$ cat src/rtl/spi_cmd_ram_param.sv
// Command-decoded single-port RAM behind the SPI slave: separate write/read
// address registers, optional burst auto-increment, 1- or 2-cycle read latency.
module spi_cmd_ram_param #(
  parameter int unsigned WIDTH        = 8,
  parameter int unsigned MEM_DEPTH    = 256,
  parameter int unsigned READ_LATENCY = 1,
  parameter int unsigned AUTO_INC     = 0
) (
  input  logic             clk,
  input  logic             rst_n,
  input  logic             rx_valid,
  input  logic [WIDTH+1:0] din,
  output logic [WIDTH-1:0] dout,
  output logic             tx_valid,
  output logic             err
);

  localparam int unsigned AW = (MEM_DEPTH > 1) ? $clog2(MEM_DEPTH) : 1;
  localparam logic [WIDTH:0]   DEPTH_EXT = (WIDTH+1)'(MEM_DEPTH);
  localparam logic [WIDTH-1:0] LAST_ADDR = WIDTH'(MEM_DEPTH - 1);

  typedef enum logic [1:0] {
    CMD_WR_ADDR = 2'b00,
    CMD_WR_DATA = 2'b01,
    CMD_RD_ADDR = 2'b10,
    CMD_RD_DATA = 2'b11
  } cmd_e;

  logic [WIDTH-1:0] mem [MEM_DEPTH];

  logic [WIDTH-1:0] wr_addr, wr_addr_d;
  logic [WIDTH-1:0] rd_addr, rd_addr_d;

  cmd_e             cmd_c;
  logic [WIDTH-1:0] payload_c;
  logic             wr_fire_c;
  logic             rd_fire_c;
  logic             wr_in_range_c;
  logic             rd_in_range_c;
  logic             wr_en_c;
  logic [AW-1:0]    wr_idx_c;
  logic [AW-1:0]    rd_idx_c;
  logic [WIDTH-1:0] rd_word_c;
  logic             err_d;

  // Burst advance: last legal word wraps to zero.
  function automatic logic [WIDTH-1:0] next_addr(input logic [WIDTH-1:0] a);
    return (a == LAST_ADDR) ? '0 : a + WIDTH'(1);
  endfunction

  // Command decode and range checks on the full address width.
  always_comb begin
    cmd_c         = cmd_e'(din[WIDTH+1:WIDTH]);
    payload_c     = din[WIDTH-1:0];
    wr_fire_c     = rx_valid && (cmd_c == CMD_WR_DATA);
    rd_fire_c     = rx_valid && (cmd_c == CMD_RD_DATA);
    wr_in_range_c = {1'b0, wr_addr} < DEPTH_EXT;
    rd_in_range_c = {1'b0, rd_addr} < DEPTH_EXT;
    wr_en_c       = wr_fire_c && wr_in_range_c;
    wr_idx_c      = wr_addr[AW-1:0];
    rd_idx_c      = rd_addr[AW-1:0];
    rd_word_c     = rd_in_range_c ? mem[rd_idx_c] : '0;
    err_d         = (wr_fire_c && !wr_in_range_c) || (rd_fire_c && !rd_in_range_c);
  end

  // Address register next-state; out-of-range addresses never advance.
  always_comb begin
    wr_addr_d = wr_addr;
    rd_addr_d = rd_addr;
    if (rx_valid) begin
      case (cmd_c)
        CMD_WR_ADDR: wr_addr_d = payload_c;
        CMD_WR_DATA: if ((AUTO_INC != 0) && wr_in_range_c) wr_addr_d = next_addr(wr_addr);
        CMD_RD_ADDR: rd_addr_d = payload_c;
        CMD_RD_DATA: if ((AUTO_INC != 0) && rd_in_range_c) rd_addr_d = next_addr(rd_addr);
        default: ;
      endcase
    end
  end

  always_ff @(posedge clk or negedge rst_n) begin
    if (!rst_n) begin
      wr_addr <= '0;
      rd_addr <= '0;
      err     <= 1'b0;
    end else begin
      wr_addr <= wr_addr_d;
      rd_addr <= rd_addr_d;
      err     <= err_d;
    end
  end

  // Storage is not reset.
  always_ff @(posedge clk) begin
    if (wr_en_c) mem[wr_idx_c] <= payload_c;
  end

  if (READ_LATENCY == 2) begin : g_lat2
    logic             s1_vld;
    logic [WIDTH-1:0] s1_data;

    always_ff @(posedge clk or negedge rst_n) begin
      if (!rst_n) begin
        s1_vld   <= 1'b0;
        s1_data  <= '0;
        tx_valid <= 1'b0;
        dout     <= '0;
      end else begin
        s1_vld   <= rd_fire_c;
        if (rd_fire_c) s1_data <= rd_word_c;
        tx_valid <= s1_vld;
        if (s1_vld) dout <= s1_data;
      end
    end
  end else begin : g_lat1
    always_ff @(posedge clk or negedge rst_n) begin
      if (!rst_n) begin
        tx_valid <= 1'b0;
        dout     <= '0;
      end else begin
        tx_valid <= rd_fire_c;
        if (rd_fire_c) dout <= rd_word_c;
      end
    end
  end

endmodule

$ cat config.mk
export PLATFORM = sky130hd
export DESIGN_NAME = spi_cmd_ram_param
export DESIGN_NICKNAME = d
export VERILOG_FILES = /design/src/rtl/spi_cmd_ram_param.sv
export SDC_FILE = /design/constraint.sdc
export NUM_CORES = 2
export LEC_CHECK = 0
export CAP_MARGIN = 20
export CORE_MARGIN = 5
export CORE_UTILIZATION = 40
export DETAILED_ROUTE_END_ITERATION = 12
export SYNTH_ARGS = -nofsm -noshare
export SYNTH_HDL_FRONTEND = slang
export SYNTH_SLANG_ARGS = --single-unit
$ cat constraint.sdc
create_clock -name clk -period 5.5 [get_ports clk]
set_clock_uncertainty 0.05 [all_clocks]
set_input_delay 0.825 -clock clk [delete_from_list [all_inputs] [get_ports clk]]
set_output_delay 0.825 -clock clk [all_outputs]
set_load 0.05 [all_outputs]
==> flow_summary_export.csv <==
group,metric,value,unit
finish,nets,4172,
die,rows,165,
cts,clk_path_buf_depth,3,
run_status,status,"finished clean",
placed_design,dpl_worst_slack,1.132,ns
logic_synthesis,synth_top_family_by_area,"multiplexers",
cts,postCtsSetupBuffers,0,
logic_synthesis,ys_warn_count,0,
route,via_per_inst,5.903,
timing,min_period_over_period,77.34,%
logic_synthesis,ys_seq_area_share,76.31,%
logic_synthesis,synth-edff-count,2048,
finish,area_growth,11.86,%
run,drv_cap,0,
timing,final_hold_viol_count,0,
finish,multi_input_area,17330,sq um
die,die_y,461.1,microns
timing,final.setup.worst_slack,1.246,ns
cts,ctsHoldBuffers,0,
die,fp.dieW,461.1,microns
setup_path,crit_fanout,77,
timing,rsz0062_at_grt,"no",
logic_synthesis,synth_xor_area_share,0,%
route,vias,41370,
logic_synthesis,ys.flop_type,"edfxtp_1",
logic_synthesis,synth-compound-area-share,3.730,%
placed_design,dp_hpwl,135700,microns
die,initial_utilization,40.24,%
cts,clkTransAtPathRegs,0.06,ns
global_routing,grt_pass1_vias,40540,
timing,fmax,0.2351,GHz
finish,area.sequential,62140,sq um
die,io_pins,23,
logic_synthesis,syn_area_per_cell,20.15,sq um
placed_design,place.port_buffers,21,
global_routing,gr-total-overflow,0,
route,drcViolationCount,0,
cts,cts_sinks,2073,
pwr,power.density,400.5,nW/um^2
global_routing,grt_pass1_wl,310700,microns
logic_synthesis,synthMuxAreaShare,14.51,%
cts,cts_max_level,4,
route,finalWirelength,220700,microns
cts,cts_root_buffer,"clkbuf_16",
hold_path,hold-path-cell-count,1,
timing,setup_viol,0,
setup_path,cp.required,6.14,ns
timing,finalSetupTns,0,ns
die,core_area,202300,sq um
global_routing,grt_max_degree,200,
logic_synthesis,synth_cell_types,67,
route,drt_first_pass_iters,5,
finish,fillers,17060,
global_routing,grtUsageTotal,20.51,%
cts,cts_tree,"built",
logic_synthesis,synthSimpleGateAreaFrac,2.972,%
pwr,max-vdd-ir-drop,0.2674,mV
placed_design,place.gp.congestion,0.8902,
logic_synthesis,syn_inst,4040,
logic_synthesis,syn_nets,4053,
global_routing,grt_antenna_before_repair,10,
hold_path,hp-class,"in2reg",
setup_path,reg2reg_depth,8,
logic_synthesis,synth_seq_cells,2073,
logic_synthesis,async_flop_share,1.206,%
timing,slew_violations,0,
setup_path,end_kind,"flip-flop",
route,drt_iter0_markers,5550,
cts,cts_made_buffers,204,
route,ant_nets,0,
setup_path,crit_path_start_kind,"flip-flop",
setup_path,path_class,"reg2reg",
cts,worst_skew_pair.late_latency,0.84,ns
timing,tightest_slew,1.325,ns
route,wire_per_inst,31.50,microns
timing,fin_crit,4.254,ns
pwr,power_leakage,28.58,nW
logic_synthesis,synth_area,81410,sq um
finish,drive_above_1_share,18.58,%
setup_path,critPathArrivalTime,4.89,ns
logic_synthesis,synthAdderAreaFrac,0,%
cts,cts_resized,0,
timing,slew_headroom,10.73,%
die,die_area,212700,sq um
==> final cells by class <==
class / instances / share of cell area (%)
well taps: 2672 / 3.671
multi-input cells: 1708 / 19.03
flip-flops and latches: 2073 / 68.24
repair buffers: 164 / 1.790
clock buffers: 253 / 5.948
inverters: 8 / 0.03572
clock inverters: 126 / 1.278
diodes: 4 / 0.01099
==> path summary, 6_finish.rpt <==
path | startpoint | slack (ns) | to
setup / recovery | rd_addr[0] | 1.25 | dout[6]
hold / removal | din[0] | 0.35 | mem[138][0]
setup reg to reg | rd_addr[0] | 1.25 | dout[6]
hold reg to reg | wr_addr[7] | 0.61 | wr_addr[7]
max in group asynchronous | rst_n | 4.62 | rd_addr[0]
min in group asynchronous | rst_n | 0.38 | wr_addr[0]
==> per-layer routing <==
metal	global-route usage, %	routed length, microns
met1	28.65	89520
met3	4.190	18490
met5	0	17
met4	7.485	8514
met2	32.09	104200
==> state kept, by name (all words and copies together), names as in the netlist <==
name and cells:
rd_addr 8, dout 8, wr_addr 8, tx_valid 1, mem 2048
==> report_power, final <==
part | total (W) | internal (W) | leakage, nW | switching [W]
Combinational | 0.00505 | 0.00180 | 6.67 | 0.00326
Clock | 0.0138 | 0.00783 | 3.22 | 0.00593
Sequential | 0.0177 | 0.0174 | 18.7 | 0.000225
==> worst max-delay path, cell delays in order, from the launching register on <==
cell	delay (ns)
dfrtp_4	0.92
buf_12	0.52
mux4_2	0.58
nand2_1	0.11
a21oi_1	0.08
a2111oi_1	1.00
a2111oi_0	0.35
nand4b_1	0.29
nand3_1	0.10
==> stage by stage <==
stage               hold WS [ns]  area, sq um  util, %  total power (W)  cells
floorplan                 0.4794        81410        -          0.02104   4040
global placement          0.5714        84420    41.73          0.02298   6619
detailed placement        0.5895        84460    41.75          0.02300   6624
CTS                       0.3082        91040    45.00          0.03662   7003
global route              0.3258        91050    45.01          0.03746   7004
finish                    0.3542        91060    45.01          0.03647   7008
==> synthesized netlist by cell type (all sizes together) (12+ instances only) <==
master | n | area share [%]
clkbuf | 95 | 0.53
o221ai | 57 | 0.64
nand2 | 154 | 0.71
mux2 | 17 | 0.24
o22ai | 100 | 0.77
o21ai | 42 | 0.26
mux2i | 327 | 4.0
a211oi | 29 | 0.27
a22oi | 36 | 0.33
a21oi | 79 | 0.49
buf | 155 | 1.9
dfrtp | 25 | 0.77
nor2 | 291 | 1.3
nand3 | 38 | 0.23
a221oi | 16 | 0.18
mux4 | 364 | 10
edfxtp | 2048 | 76
nor2b | 12 | 0.092
nor3 | 15 | 0.092
a2111oi | 38 | 0.44
==> kinds of logic after synthesis <==
group	count (synthesis)
buf+inv	259
compound gates	431
mux	708
other cells	1
simple gates	568
flops	2073
==> layout by cell type, fill, tap and decap left out, types with 21 or more instances in the layout <==
master and count:
a2111oi_0 26, a211oi_1 29, a21oi_1 79, a22oi_1 36, buf_12 25, buf_4 112
clkbuf_1 43, clkbuf_16 210, clkinv_1 54, clkinv_2 39, dfrtp_1 21, edfxtp_1 2048
mux2i_1 327, mux4_1 41, mux4_2 323, nand2_1 154, nand3_1 38, nor2_1 290
o21ai_0 39, o221ai_1 54, o22ai_1 100
(Power assumes the default switching activity.)
